**src/rtl/match_report_fifo.sv**
```systemverilog
// Match report buffer: captures unique matcher reports into a FIFO and presents them on valid/ready.
// Optional macro MATCH_REPORT_LENGTH_EN adds out_len and rejects reports with end < start.
module match_report_fifo #(
    parameter int DEPTH = 8,
    parameter int POS_W = 32,
    parameter int CNT_W = 16
) (
    input  logic             clk,
    input  logic             reset,
    input  logic             in_match,
    input  logic             in_rdy,
    input  logic [POS_W-1:0] in_start,
    input  logic [POS_W-1:0] in_end,
    input  logic             stream_end,
    output logic             out_valid,
    input  logic             out_ready,
    output logic [POS_W-1:0] out_start,
    output logic [POS_W-1:0] out_end,
    output logic [CNT_W-1:0] match_count,
    output logic             overflow,
    output logic             done
`ifdef MATCH_REPORT_LENGTH_EN
    ,
    output logic [POS_W-1:0] out_len
`endif
);

    localparam int AW = $clog2(DEPTH);

    typedef enum logic [1:0] {
        S_IDLE  = 2'd0,
        S_RUN   = 2'd1,
        S_FLUSH = 2'd2,
        S_DONE  = 2'd3
    } state_t;

    state_t           r_state;
    state_t           w_state_next;
    logic [1:0]       r_settle;
    logic [1:0]       w_settle_next;

    logic [POS_W-1:0] r_mem_start [DEPTH];
    logic [POS_W-1:0] r_mem_end   [DEPTH];
    logic [AW:0]      r_wr_ptr;
    logic [AW:0]      r_rd_ptr;

    logic             r_prev_hit;
    logic             r_last_vld;
    logic [POS_W-1:0] r_last_start;
    logic [POS_W-1:0] r_last_end;

    logic             r_out_valid;
    logic [POS_W-1:0] r_out_start;
    logic [POS_W-1:0] r_out_end;
    logic [POS_W-1:0] r_out_len;
    logic [CNT_W-1:0] r_match_count;
    logic             r_overflow;
    logic             r_done;

    logic             w_event;
    logic             w_dup;
    logic             w_len_bad;
    logic             w_accept;
    logic             w_full;
    logic             w_empty;
    logic             w_pop;
    logic             w_push;
    logic             w_drop;
    logic [AW:0]      w_wr_next;
    logic [AW:0]      w_rd_next;
    logic             w_empty_next;
    logic             w_head_fwd;
    logic [POS_W-1:0] w_head_start;
    logic [POS_W-1:0] w_head_end;

    assign w_event = in_rdy & in_match & ~r_prev_hit;
    assign w_dup   = r_last_vld && (in_start == r_last_start) && (in_end == r_last_end);
`ifdef MATCH_REPORT_LENGTH_EN
    assign w_len_bad = (in_end < in_start);
`else
    assign w_len_bad = 1'b0;
`endif
    assign w_accept = w_event & ~w_dup & ~w_len_bad;

    assign w_full  = (r_wr_ptr[AW] != r_rd_ptr[AW]) && (r_wr_ptr[AW-1:0] == r_rd_ptr[AW-1:0]);
    assign w_empty = (r_wr_ptr == r_rd_ptr);
    // A pop in the same cycle frees the slot a push into a full FIFO needs
    assign w_pop   = r_out_valid & out_ready & ~w_empty;
    assign w_push  = w_accept & (~w_full | w_pop);
    assign w_drop  = w_accept & w_full & ~w_pop;

    assign w_wr_next    = r_wr_ptr + {{AW{1'b0}}, w_push};
    assign w_rd_next    = r_rd_ptr + {{AW{1'b0}}, w_pop};
    assign w_empty_next = (w_wr_next == w_rd_next);

    // The entry being written this edge becomes the head when it lands at the next read slot
    assign w_head_fwd   = w_push && (w_rd_next == r_wr_ptr);
    assign w_head_start = w_head_fwd ? in_start : r_mem_start[w_rd_next[AW-1:0]];
    assign w_head_end   = w_head_fwd ? in_end   : r_mem_end[w_rd_next[AW-1:0]];

    // Next-state and settle-counter logic
    always_comb begin
        w_state_next  = r_state;
        w_settle_next = r_settle;
        case (r_state)
            S_IDLE: begin
                if (stream_end) begin
                    w_state_next  = S_FLUSH;
                    w_settle_next = 2'd2;
                end else if (in_rdy) begin
                    w_state_next = S_RUN;
                end else begin
                    w_state_next = S_IDLE;
                end
            end
            S_RUN: begin
                if (stream_end) begin
                    w_state_next  = S_FLUSH;
                    w_settle_next = 2'd2;
                end else begin
                    w_state_next = S_RUN;
                end
            end
            S_FLUSH: begin
                if (r_settle != 2'd0) begin
                    w_settle_next = r_settle - 2'd1;
                end else if (w_empty) begin
                    w_state_next = S_DONE;
                end else begin
                    w_state_next = S_FLUSH;
                end
            end
            S_DONE:  w_state_next = S_DONE;
            default: w_state_next = S_IDLE;
        endcase
    end

    // FIFO storage; contents need no reset because the pointers define validity
    always_ff @(posedge clk) begin
        if (w_push) begin
            r_mem_start[r_wr_ptr[AW-1:0]] <= in_start;
            r_mem_end[r_wr_ptr[AW-1:0]]   <= in_end;
        end
    end

    // Control, capture tracking, counters and registered head outputs
    always_ff @(posedge clk) begin
        if (reset) begin
            r_state       <= S_IDLE;
            r_settle      <= 2'd0;
            r_wr_ptr      <= '0;
            r_rd_ptr      <= '0;
            r_prev_hit    <= 1'b0;
            r_last_vld    <= 1'b0;
            r_last_start  <= '0;
            r_last_end    <= '0;
            r_out_valid   <= 1'b0;
            r_out_start   <= '0;
            r_out_end     <= '0;
            r_out_len     <= '0;
            r_match_count <= '0;
            r_overflow    <= 1'b0;
            r_done        <= 1'b0;
        end else begin
            r_state    <= w_state_next;
            r_settle   <= w_settle_next;
            r_wr_ptr   <= w_wr_next;
            r_rd_ptr   <= w_rd_next;
            r_prev_hit <= in_match & in_rdy;
            if (w_accept) begin
                r_last_vld   <= 1'b1;
                r_last_start <= in_start;
                r_last_end   <= in_end;
                if (r_match_count != {CNT_W{1'b1}}) begin
                    r_match_count <= r_match_count + {{(CNT_W-1){1'b0}}, 1'b1};
                end
            end
            if (w_drop) begin
                r_overflow <= 1'b1;
            end
            r_out_valid <= ~w_empty_next;
            if (!w_empty_next) begin
                r_out_start <= w_head_start;
                r_out_end   <= w_head_end;
                r_out_len   <= w_head_end - w_head_start + {{(POS_W-1){1'b0}}, 1'b1};
            end
            r_done <= (w_state_next == S_DONE) && w_empty_next;
        end
    end

    assign out_valid   = r_out_valid;
    assign out_start   = r_out_start;
    assign out_end     = r_out_end;
    assign match_count = r_match_count;
    assign overflow    = r_overflow;
    assign done        = r_done;
`ifdef MATCH_REPORT_LENGTH_EN
    assign out_len     = r_out_len;
`else
    logic w_len_unused;
    assign w_len_unused = ^r_out_len;
`endif

endmodule

```
**config.mk**
```make
export PLATFORM = sky130hd
export DESIGN_NAME = match_report_fifo
export DESIGN_NICKNAME = d
export VERILOG_FILES = /design/src/rtl/match_report_fifo.sv
export SDC_FILE = /design/constraint.sdc
export NUM_CORES = 1
export LEC_CHECK = 0
export BUFFER_PORTS_ARGS = -buffer_cell sky130_fd_sc_hd__buf_2
export CELL_PAD_IN_SITES_DETAIL_PLACEMENT = 0
export CELL_PAD_IN_SITES_GLOBAL_PLACEMENT = 1
export CORE_MARGIN = 2
export CORE_UTILIZATION = 50
export CTS_CLUSTER_DIAMETER = 80
export DETAILED_ROUTE_END_ITERATION = 10
export PLACE_DENSITY = 0.78
export SYNTH_ARGS = -nofsm -noshare
export SYNTH_HDL_FRONTEND = slang
export SYNTH_SLANG_ARGS = --single-unit
```
**constraint.sdc**
```tcl
create_clock -name clk -period 8.4 [get_ports clk]
set_input_delay 1.68 -clock clk [delete_from_list [all_inputs] [get_ports clk]]
set_output_delay 1.68 -clock clk [all_outputs]
set_load 0.01 [all_outputs]
```
Word level (Yosys, flattened, before mapping)
Memory sizes are Yosys's and may differ from the RTL's.
Cells that the tools add are included.
Word-level totals
  bits in registers: 161
  memories: 2
  logic and storage cells: 73
  output and inout bits: 83
  memory bits (writable): 512
Memory list
  r_mem_end: words 8, width 32, rd ports 1, clocked after Yosys merged registers in 0, write ports 1, RTL line 43  | logic [POS_W-1:0] r_mem_end [DEPTH];
  r_mem_start: words 8, width 32, rd ports 1, clocked after Yosys merged registers in 0, write ports 1, RTL line 42  | logic [POS_W-1:0] r_mem_start [DEPTH];
Cells by class
  eq/ne operators: 14
  add/sub/neg operators: 4
  bitwise gates (word level): 15
  muxes and demuxes: 13
  reductions and logical operators: 11
Operators by type and width (number)
  32-bit == test: 2
  32-bit two-way mux: 2
  16-bit by 1-bit adder with 16-bit output, second input constant: 1
  16-bit != test, second input constant: 1
  4-bit == test: 3
  2-bit two-way mux: 5
  4-bit by 1-bit adder with 4-bit output: 2
  1-bit AND: 8
  2-bit one-hot mux with 4 select lines: 1
  2-bit == test, second input constant: 3
  1-bit inverter: 6
  1-bit logical AND: 5
  1-bit two-way mux: 4
  2-bit one-hot mux with 2 select lines: 1
  2-bit nonzero test: 2
  3-bit == test: 1
  3-bit AND reduction: 1
  2-bit by 1-bit == test with 1-bit output, second input constant: 1
  2-bit zero test: 1
  2-bit by 1-bit != test with 1-bit output, second input constant: 1
  2-bit != test, second input constant: 1
  2-bit AND reduction: 1
  2-bit OR reduction: 1
  2-bit by 1-bit subtractor with 2-bit output, second input constant: 1
  2 further kinds: 2

Logic depth before layout (Yosys ltp)
Gate-level depths: netlist of run 1.
  depth in word-level cells: 9
  mapped depth: 18
  gate-level depth less buffers: 14

Worst setup path after synthesis of run 1
Ideal clock, no wire load.
  path type: input-to-reg
  start: input port in_end[13]
  end: memory r_mem_end[4][0] (enable)
  stages: 8
  path slack: 0.643 ns
  buffers on the path: 1
  arrival: 7.192 ns
  cell sequence: nand2b_1 > o2111ai_1 > nor4_1 > nand4_2 > o21ai_4 > buf_6 > or3b_2 > nor3_1
On the way
  word-level cells in the longest chain between the ends: 7
Ends and longest elaborated chain
  start, declared: RTL line 13  | input logic [POS_W-1:0] in_end,
  32-bit == test: RTL line 77  | assign w_dup = r_last_vld && (in_start == r_last_start) && (in_end == r_last_end);
  1-bit logical AND: RTL line 77
  1-bit inverter: RTL line 83  | assign w_accept = w_event & ~w_dup & ~w_len_bad;
  1-bit AND: RTL line 83
  1-bit AND: RTL line 89  | assign w_push = w_accept & (~w_full | w_pop);
  1-bit two-way mux: RTL line 140  | if (w_push) begin
  1-bit two-way mux (implied by the code): RTL line 142  | r_mem_end[r_wr_ptr[AW-1:0]] <= in_end;
  end, declared: RTL line 43
No other way between the ends.

Worst setup path after layout of run 1
  start: input port in_start[4]
  end: register r_out_start[8] (netlist: out_start[8])
On the way
  word-level cells in the longest chain between the ends: 8
  elaborated cells between the ends (all ways): 10
Ends and longest elaborated chain
  start, declared: RTL line 12  | input logic [POS_W-1:0] in_start,
  32-bit == test *: RTL line 77
  1-bit logical AND * (2 in a row): RTL line 77
  1-bit inverter *: RTL line 83
  1-bit AND *: RTL line 83
  1-bit AND *: RTL line 89
  4-bit by 1-bit adder with 4-bit output / 1-bit logical AND (equally long branches): RTL line 92, 97
  4-bit == test / 32-bit two-way mux (equally long branches): RTL line 94, 98
  end signal, assigned: RTL line 183  | r_out_start <= w_head_start;
  end, declared: RTL line 53  | logic [POS_W-1:0] r_out_start;
Mark *: on every way between the ends. The rest lies on a longest branch, timed or not.
A chain may end at the register's enable or synchronous reset.

==> results of run 1 <==
layer usage:
metal | global-route usage, % | share of wire [%] | wire length (um) | vias up
li1 | - | - | - | 7126
met1 | 32.6 | 43 | 28500 | 8345
met2 | 38.3 | 49 | 32500 | 499
met3 | 4.55 | 6.1 | 4070 | 113
met4 | 7.03 | 2.1 | 1430 | 14
met5 | 0 | 0.14 | 92 | -
report_power, final:
| group | internal [mW] | switching [mW] | leakage (nW) |
|---|---|---|---|
| clock | 1.77 | 1.26 | 1.09 |
| sequential | 3.67 | 0.0536 | 5.94 |
| combinational | 0.213 | 0.357 | 3.45 |
logic make-up (layout without fill, tap and decap cells):
logic type	after synthesis	in the layout	share of synthesized area, %
xor gates and xnor gates	64	64	2.02
muxes	261	261	15.2
other	0	1	0
adders and majority gates	6	6	0.271
and+or+nand+nor	507	507	10.3
AOI/OAI and AO/OA	108	108	2.31
buffers and inverters	155	331	2.77
DFF	673	673	67.1
through the flow:
stage / setup slack [ns] / hold slack [ns] / instances
finish: 3.04 / 0.451 / 2699
global route: 2.78 / 0.473 / 2698
CTS: 3.07 / 0.449 / 2698
detailed placement: 2.49 / 0.440 / 2570
global placement: 2.52 / 0.429 / 2570
floorplan: 0.643 / 0.422 / 1774
final timing paths:
path / startpoint / endpoint / slack [ns] / cells past startpoint
worst min register to register: r_last_vld$_SDFFE_PP0P_ / r_last_vld$_SDFFE_PP0P_ / 0.45 / 2
worst max-delay path: in_start[4] / out_start[8]$_SDFFE_PP0P_ / 3.04 / 16
worst max register to register: r_last_start[4]$_SDFFE_PP0P_ / out_start[8]$_SDFFE_PP0P_ / 4.00 / 15
worst min-delay path: r_last_vld$_SDFFE_PP0P_ / r_last_vld$_SDFFE_PP0P_ / 0.45 / 2
worst max-delay path, stage by stage:
cell	delay, ns
buf_2	0.18
xnor2_1	0.35
nand4_1	0.26
nor4_1	0.55
nand4_2	0.26
o21ai_4	0.23
nor2_1	0.07
ha_1	0.24
ha_1	0.19
xnor2_1	0.25
xnor2_1	0.15
nor4_4	0.68
buf_12	0.33
nor3_1	0.09
o21ai_0	0.13
nand3_1	0.10
layout make-up:
class / instances / area (sq um)
antenna: 1 / 2.50
clock buffer: 93 / 1920
clock inverter: 35 / 318
fill: 4307 / 23600
inverter: 24 / 90.1
multi-input combinational: 946 / 8470
sequential: 673 / 18600
tap: 748 / 936
timing repair buffer: 179 / 1020
layout by cell type, fill, tap and decap left out, drive strengths merged, types with 6 or more instances in the layout:
cell type,netlist,final
edfxtp,512,512
buf,57,179
dfxtp,161,161
nand3,137,137
mux2i,129,129
mux4,128,128
clkbuf,74,93
nor2,91,91
nor3,79,79
o21ai,68,68
nand3b,64,64
nor3b,57,57
xnor2,54,54
inv,24,30
clkinv,0,21
nand4,15,15
nor2b,14,14
a21oi,12,12
nand2b,11,11
nand2,10,10
xor2,10,10
nor4,10,10
o31ai,8,8
or4,6,6
ha,6,6
registers in the layout, summed over array words and instances, names as in the netlist:
register      flops
overflow          1
out_start        32
r_state           2
r_wr_ptr          4
out_end          32
r_last_start     32
r_settle          2
r_prev_hit        1
out_valid         1
r_mem_end       256
done              1
r_last_vld        1
r_rd_ptr          4
r_mem_start     256
r_last_end       32
match_count      16
cell usage after synthesis (all sizes together) (12+ instances only):
master	n
o21ai	68
inv	24
nor2	91
mux2i	129
buf	57
dfxtp	161
edfxtp	512
nor3b	57
nand3	137
clkbuf	74
xnor2	54
nor3	79
nand3b	64
mux4	128
nor2b	14
a21oi	12
nand4	15
==> qor.csv, run 1 <==
metric,value,unit
status,"finished, final reports clean",
crit_path_start_kind,input pin,
synthArstFlopShare,0,%
gp_congestion,0.764,
synthTopCellsByArea,"edfxtp_1 55%, dfxtp_1 12%, mux4_2 10%",
cts_resized,0,
setup_violations,0,
worstPathRequired,8.87,ns
setup-tns-final,0,ns
postCtsSetupBuffers,0,
synth_edf_count,512,
grt_max_degree,208,
die_h,239,um
wl,66700,um
ir_drop,0.136,mV
ctsHoldBuffers,0,
worst_pin_slew,1.13,ns
die_w,239,um
grt_pass1_wl,100000,um
min_period,5.36,ns
cts_tree,built,
rsz0062_at_grt,no,
drt.antenna.violating_nets,0,
clock_latency,0.60,ns
pin_count,153,
fmax,0.186,GHz
yosysWarnings,0,
grtUsageTotal,23.6,%
power.total,7.32,mW
drive_gt1_share,22.4,%
final_nets,1969,
dpl-instance-area,29100,sq um
cts_buffers,69,
fin_crit_sh,63.8,%
synth_area_leader_cell,edfxtp_1,
yosysSeqAreaShare,67.1,%
synth.distinct_cells,57,
grt_overflow,0,
grt_pass1_vias,16300,
ys.flop_type,edfxtp_1,
setup.worst_path.end_class,flop,
vias,16100,
die_area,57300,sq um
core_area,55000,sq um
slew_violations,0,
wl_per_cell,24.7,um
port_buffers,152,
p_leak,10.5,nW
fin_util,57.0,%
hold_violations,0,
fp-row-count,86,
synthToLayoutAreaGrowth,13.1,%
ys_ff_latch,673,
cp_max_fo,63,
netlist_area,27700,sq um
synth_area_per_cell,15.6,sq um
synth_top_area_share,55.5,%
antenna_found_initial,7,
cts.clk_slew.worst_paths,0.06,ns
cts_buffer_depth,3,
drt_pass1_iterations,5,
synth_cells,1774,
cts-htree-levels,3,
cts_sinks,673,
drv_cap,0,
worstHoldPathType,reg -> reg,
drc,0,
slew_headroom,24.4,%
finClkSkew,0.0204,ns
initial_core_util,50.4,%
cp_data_arrival_time,5.83,ns
via_per_inst,5.96,
dpl.hpwl,37100,um
p_per_area,233,nW/um^2
root_buffer,clkbuf_16,
final_area,31400,sq um
synth_fp_nets,1850,
first_iter_violations,1474,
worstSetupPathType,in -> reg,
No activity file was read; power rests on OpenSTA's default activity.
==> run 2: changes to the inputs <==
Settings changed: ABC_AREA set to 1, CORE_UTILIZATION 50 to 44, PLACE_DENSITY 0.78 to 0.77.
Clock period 8.4 ns to 4.4 ns, I/O delays scaled along.
==> run 2 against run 1 <==
  * Critical endpoint is now out_start[3]$_SDFFE_PP0P_
  * Combinational power increased by 110%
  * Setup slack worse by 2.6 ns
  * Cell count grew 32%
  * Core utilization shrank 5.5 points
  * Flip-flop and latch count unchanged
  * Clock power is 100% higher
  * Sequential share of layout area decreased by 0.90 points
  * Clock skew decreased by 0.0035 ns
  * Critical path depth rose by 6
==> qor.csv, run 2 <==
metric,value,unit,change
clock_latency,0.61,ns,about the same
worst_pin_slew,1.05,ns,-0.0799 ns
crit_path_start_kind,input pin,,
drt_pass1_iterations,6,,+1
synth_cells,2551,,+44%
fin_crit_sh,89.9,%,
grtUsageTotal,23.3,%,-0.27 points
stdcell_count,3571,,+32%
grt_pass1_wl,114000,um,+13%
rsz0062_at_grt,no,,
cts_sinks,673,,unchanged
synth_area_leader_cell,edfxtp_1,,
grt_max_degree,97,,-53%
status,"finished, final reports clean",,
slowest_stage,buf_12,,
critPathTopFamily,simple AND/OR/NAND/NOR gates,,
cts_resized,0,,unchanged
cp_max_fo,49,,-22%
cts.clk_slew.worst_paths,0.06,ns,about the same
dpl-instance-area,29400,sq um,+1.1%
setup-tns-final,0,ns,unchanged
cts-htree-levels,3,,unchanged
ys.flop_type,edfxtp_1,,
die_w,254,um,+6.2%
cts_tree,built,,
wl_per_cell,21.2,um,-14%
cts_buffer_depth,3,,unchanged
initial_core_util,44.6,%,-5.8 points
holdWs,0.449,ns,-0.00180 ns
grt_overflow,0,,unchanged
synth_fa_ha_area_share,0.272,%,+0.0016 points
p_per_area,453,nW/um^2,+94%
worstPathRequired,4.95,ns,-3.92 ns
ctsHoldBuffers,0,,unchanged
synth_top_family_by_area,simple AND/OR/NAND/NOR gates,,
setup_violations,0,,unchanged
root_buffer,clkbuf_16,,
ir_drop,0.261,mV,+92%
vias,19500,,+21%
synth_top_area_share,55.8,%,+0.33 points
via_per_inst,5.47,,-8.3%
yosys-top-cells-count,"679 x nand2_1, 512 x edfxtp_1, 339 x a21oi_1",,
path_common_cell,nand2_1,,
synth_edf_count,512,,unchanged
dpl.cell_count,3435,,+34%
final_common_cell,nand2_1,,
synthToLayoutAreaGrowth,15.6,%,
dpl.hpwl,40700,um,+9.6%
met3_usage,4.73,%,+0.17 points
final_area,31800,sq um,+1.5%
die_h,254,um,+6.2%
power.total,14.4,mW,+97%
final_cell_mix,"679 x nand2_1, 512 x edfxtp_1, 338 x a21oi_1",,
dp_slack,-0.117,ns,-2.60 ns
wl,75700,um,+14%
drv_cap,0,,unchanged
pin_count,153,,unchanged
worst-path-buf-inv,4,,+2
drt.antenna.violating_nets,0,,unchanged
gp_congestion,0.797,,+4.3%
worstSetupPathType,in -> reg,,
yosys.area_share.simple,14.1,%,+3.8 points
hold_violations,0,,unchanged
synth_fp_nets,2627,,+42%
port_buffers,152,,unchanged
crit_path_max_incr_delay,0.31,ns,-0.37 ns
synth_compound_area_share,11.6,%,+9.3 points
drive_gt1_share,14.9,%,-7.6 points
fp-row-count,91,,+5.8%
min_period,3.95,ns,
antenna_found_initial,6,,-1
synth_most_common_cell,nand2_1,,
yosysWarnings,0,,unchanged
p_leak,12.6,nW,+20%
grt_use_met2,38.7,%,+0.33 points
synthXorXnorAreaFrac,1.49,%,-0.53 points
grt_pass1_vias,19100,,+18%
path_cells,"buf_2, inv_1, nand2_1, o21ai_0, nor2_1, nand2_1, nor2_1, nand2_1, nor2_1, nand3_2, nand3_1, inv_1, ha_1, ha_1, xnor2_1, xor2_1, nor3_2, nand2_1, nor2_4, buf_12, nand2_1, nand2_1",,
finClkSkew,0.0168,ns,-0.00352 ns
slew_violations,0,,unchanged
setup.worst_path.end_class,flop,,
setup_ws,0.447,ns,-2.59 ns
fmax,0.253,GHz,
synth_area_per_cell,10.8,sq um,-31%
worstHoldPathType,reg -> reg,,
final_nets,2749,,+40%
core_area,61800,sq um,+12%
synth.distinct_cells,38,,-33%
ys_ff_latch,673,,unchanged
synthArstFlopShare,0,%,unchanged
drc,0,,unchanged
grt.busiest_layer,met2,,
slew_headroom,29.6,%,+5.2 points
yosysSeqAreaShare,67.5,%,+0.40 points
postCtsSetupBuffers,0,,unchanged
cp_data_arrival_time,4.50,ns,-1.33 ns
cts_buffers,73,,+5.8%
netlist_area,27600,sq um,-0.60%
synth_mux_area_share,0,%,-15 points
first_iter_violations,1666,,+13%
fin_util,51.5,%,-5.5 points
die_area,64600,sq um,+13%
grt_use_met1,31.2,%,-1.4 points
synthTopCellsByArea,"edfxtp_1 56%, dfxtp_1 12%, nand2_1 9.2%",,
-- run 2: changes by cell type in the layout (fill, tap and decap cells not counted), sizes merged, moves of 45 or more --
cell,before,now
inv,30,201
mux2i,129,0
nor3,79,10
a221oi,0,128
a21oi,12,339
or2,3,70
nand3,137,92
nand2,10,681
nand3b,64,2
nor3b,57,1
mux4,128,0
-- run 2: layout make-up --
| type | count | area, sq um |
|---|---|---|
| tap | 837 | 1050 |
| timing repair buffer | 198 | 1360 |
| clock inverter | 29 | 268 |
| multi-input combinational | 1530 | 7700 |
| fill | 5464 | 30000 |
| sequential | 673 | 18600 |
| clock buffer | 106 | 2130 |
| antenna | 1 | 2.50 |
| inverter | 197 | 747 |
-- run 2: cell families (layout without fill, tap and decap cells) --
logic type | Yosys count | count (layout)
DFF | 673 | 673
xor gates and xnor gates | 46 | 46
buffers and inverters | 348 | 530
AOI/OAI and AO/OA | 542 | 542
and+or+nand+nor | 936 | 936
other | 0 | 1
adders and majority gates | 6 | 6
-- run 2: worst min-delay path, cell delays in order (launching register included) --
cell and delay [ns]:
dfxtp_1 0.31, nand2_1 0.06, nand2_1 0.04
-- run 2: power breakdown --
part,switching (mW),internal [mW],total (mW)
Clock,2.48,3.61,6.10
Sequential,0.115,7.03,7.14
Combinational,0.791,0.392,1.18
-- run 2: final timing paths --
check / from / to / slack [ns] / cells past startpoint
hold / removal: out_start[11]$_SDFFE_PP0P_ / out_start[11]$_SDFFE_PP0P_ / 0.45 / 2
setup reg to reg: r_last_end[24]$_SDFFE_PP0P_ / out_start[3]$_SDFFE_PP0P_ / 0.61 / 21
setup / recovery: in_start[5] / out_start[3]$_SDFFE_PP0P_ / 0.45 / 22
hold reg to reg: out_start[11]$_SDFFE_PP0P_ / out_start[11]$_SDFFE_PP0P_ / 0.45 / 2
-- run 2: layer usage --
layer / vias up / routed length [um]
met5: - / 48
li1: 9125 / -
met1: 9600 / 32700
met2: 662 / 36100
met3: 130 / 5140
met4: 8 / 1730
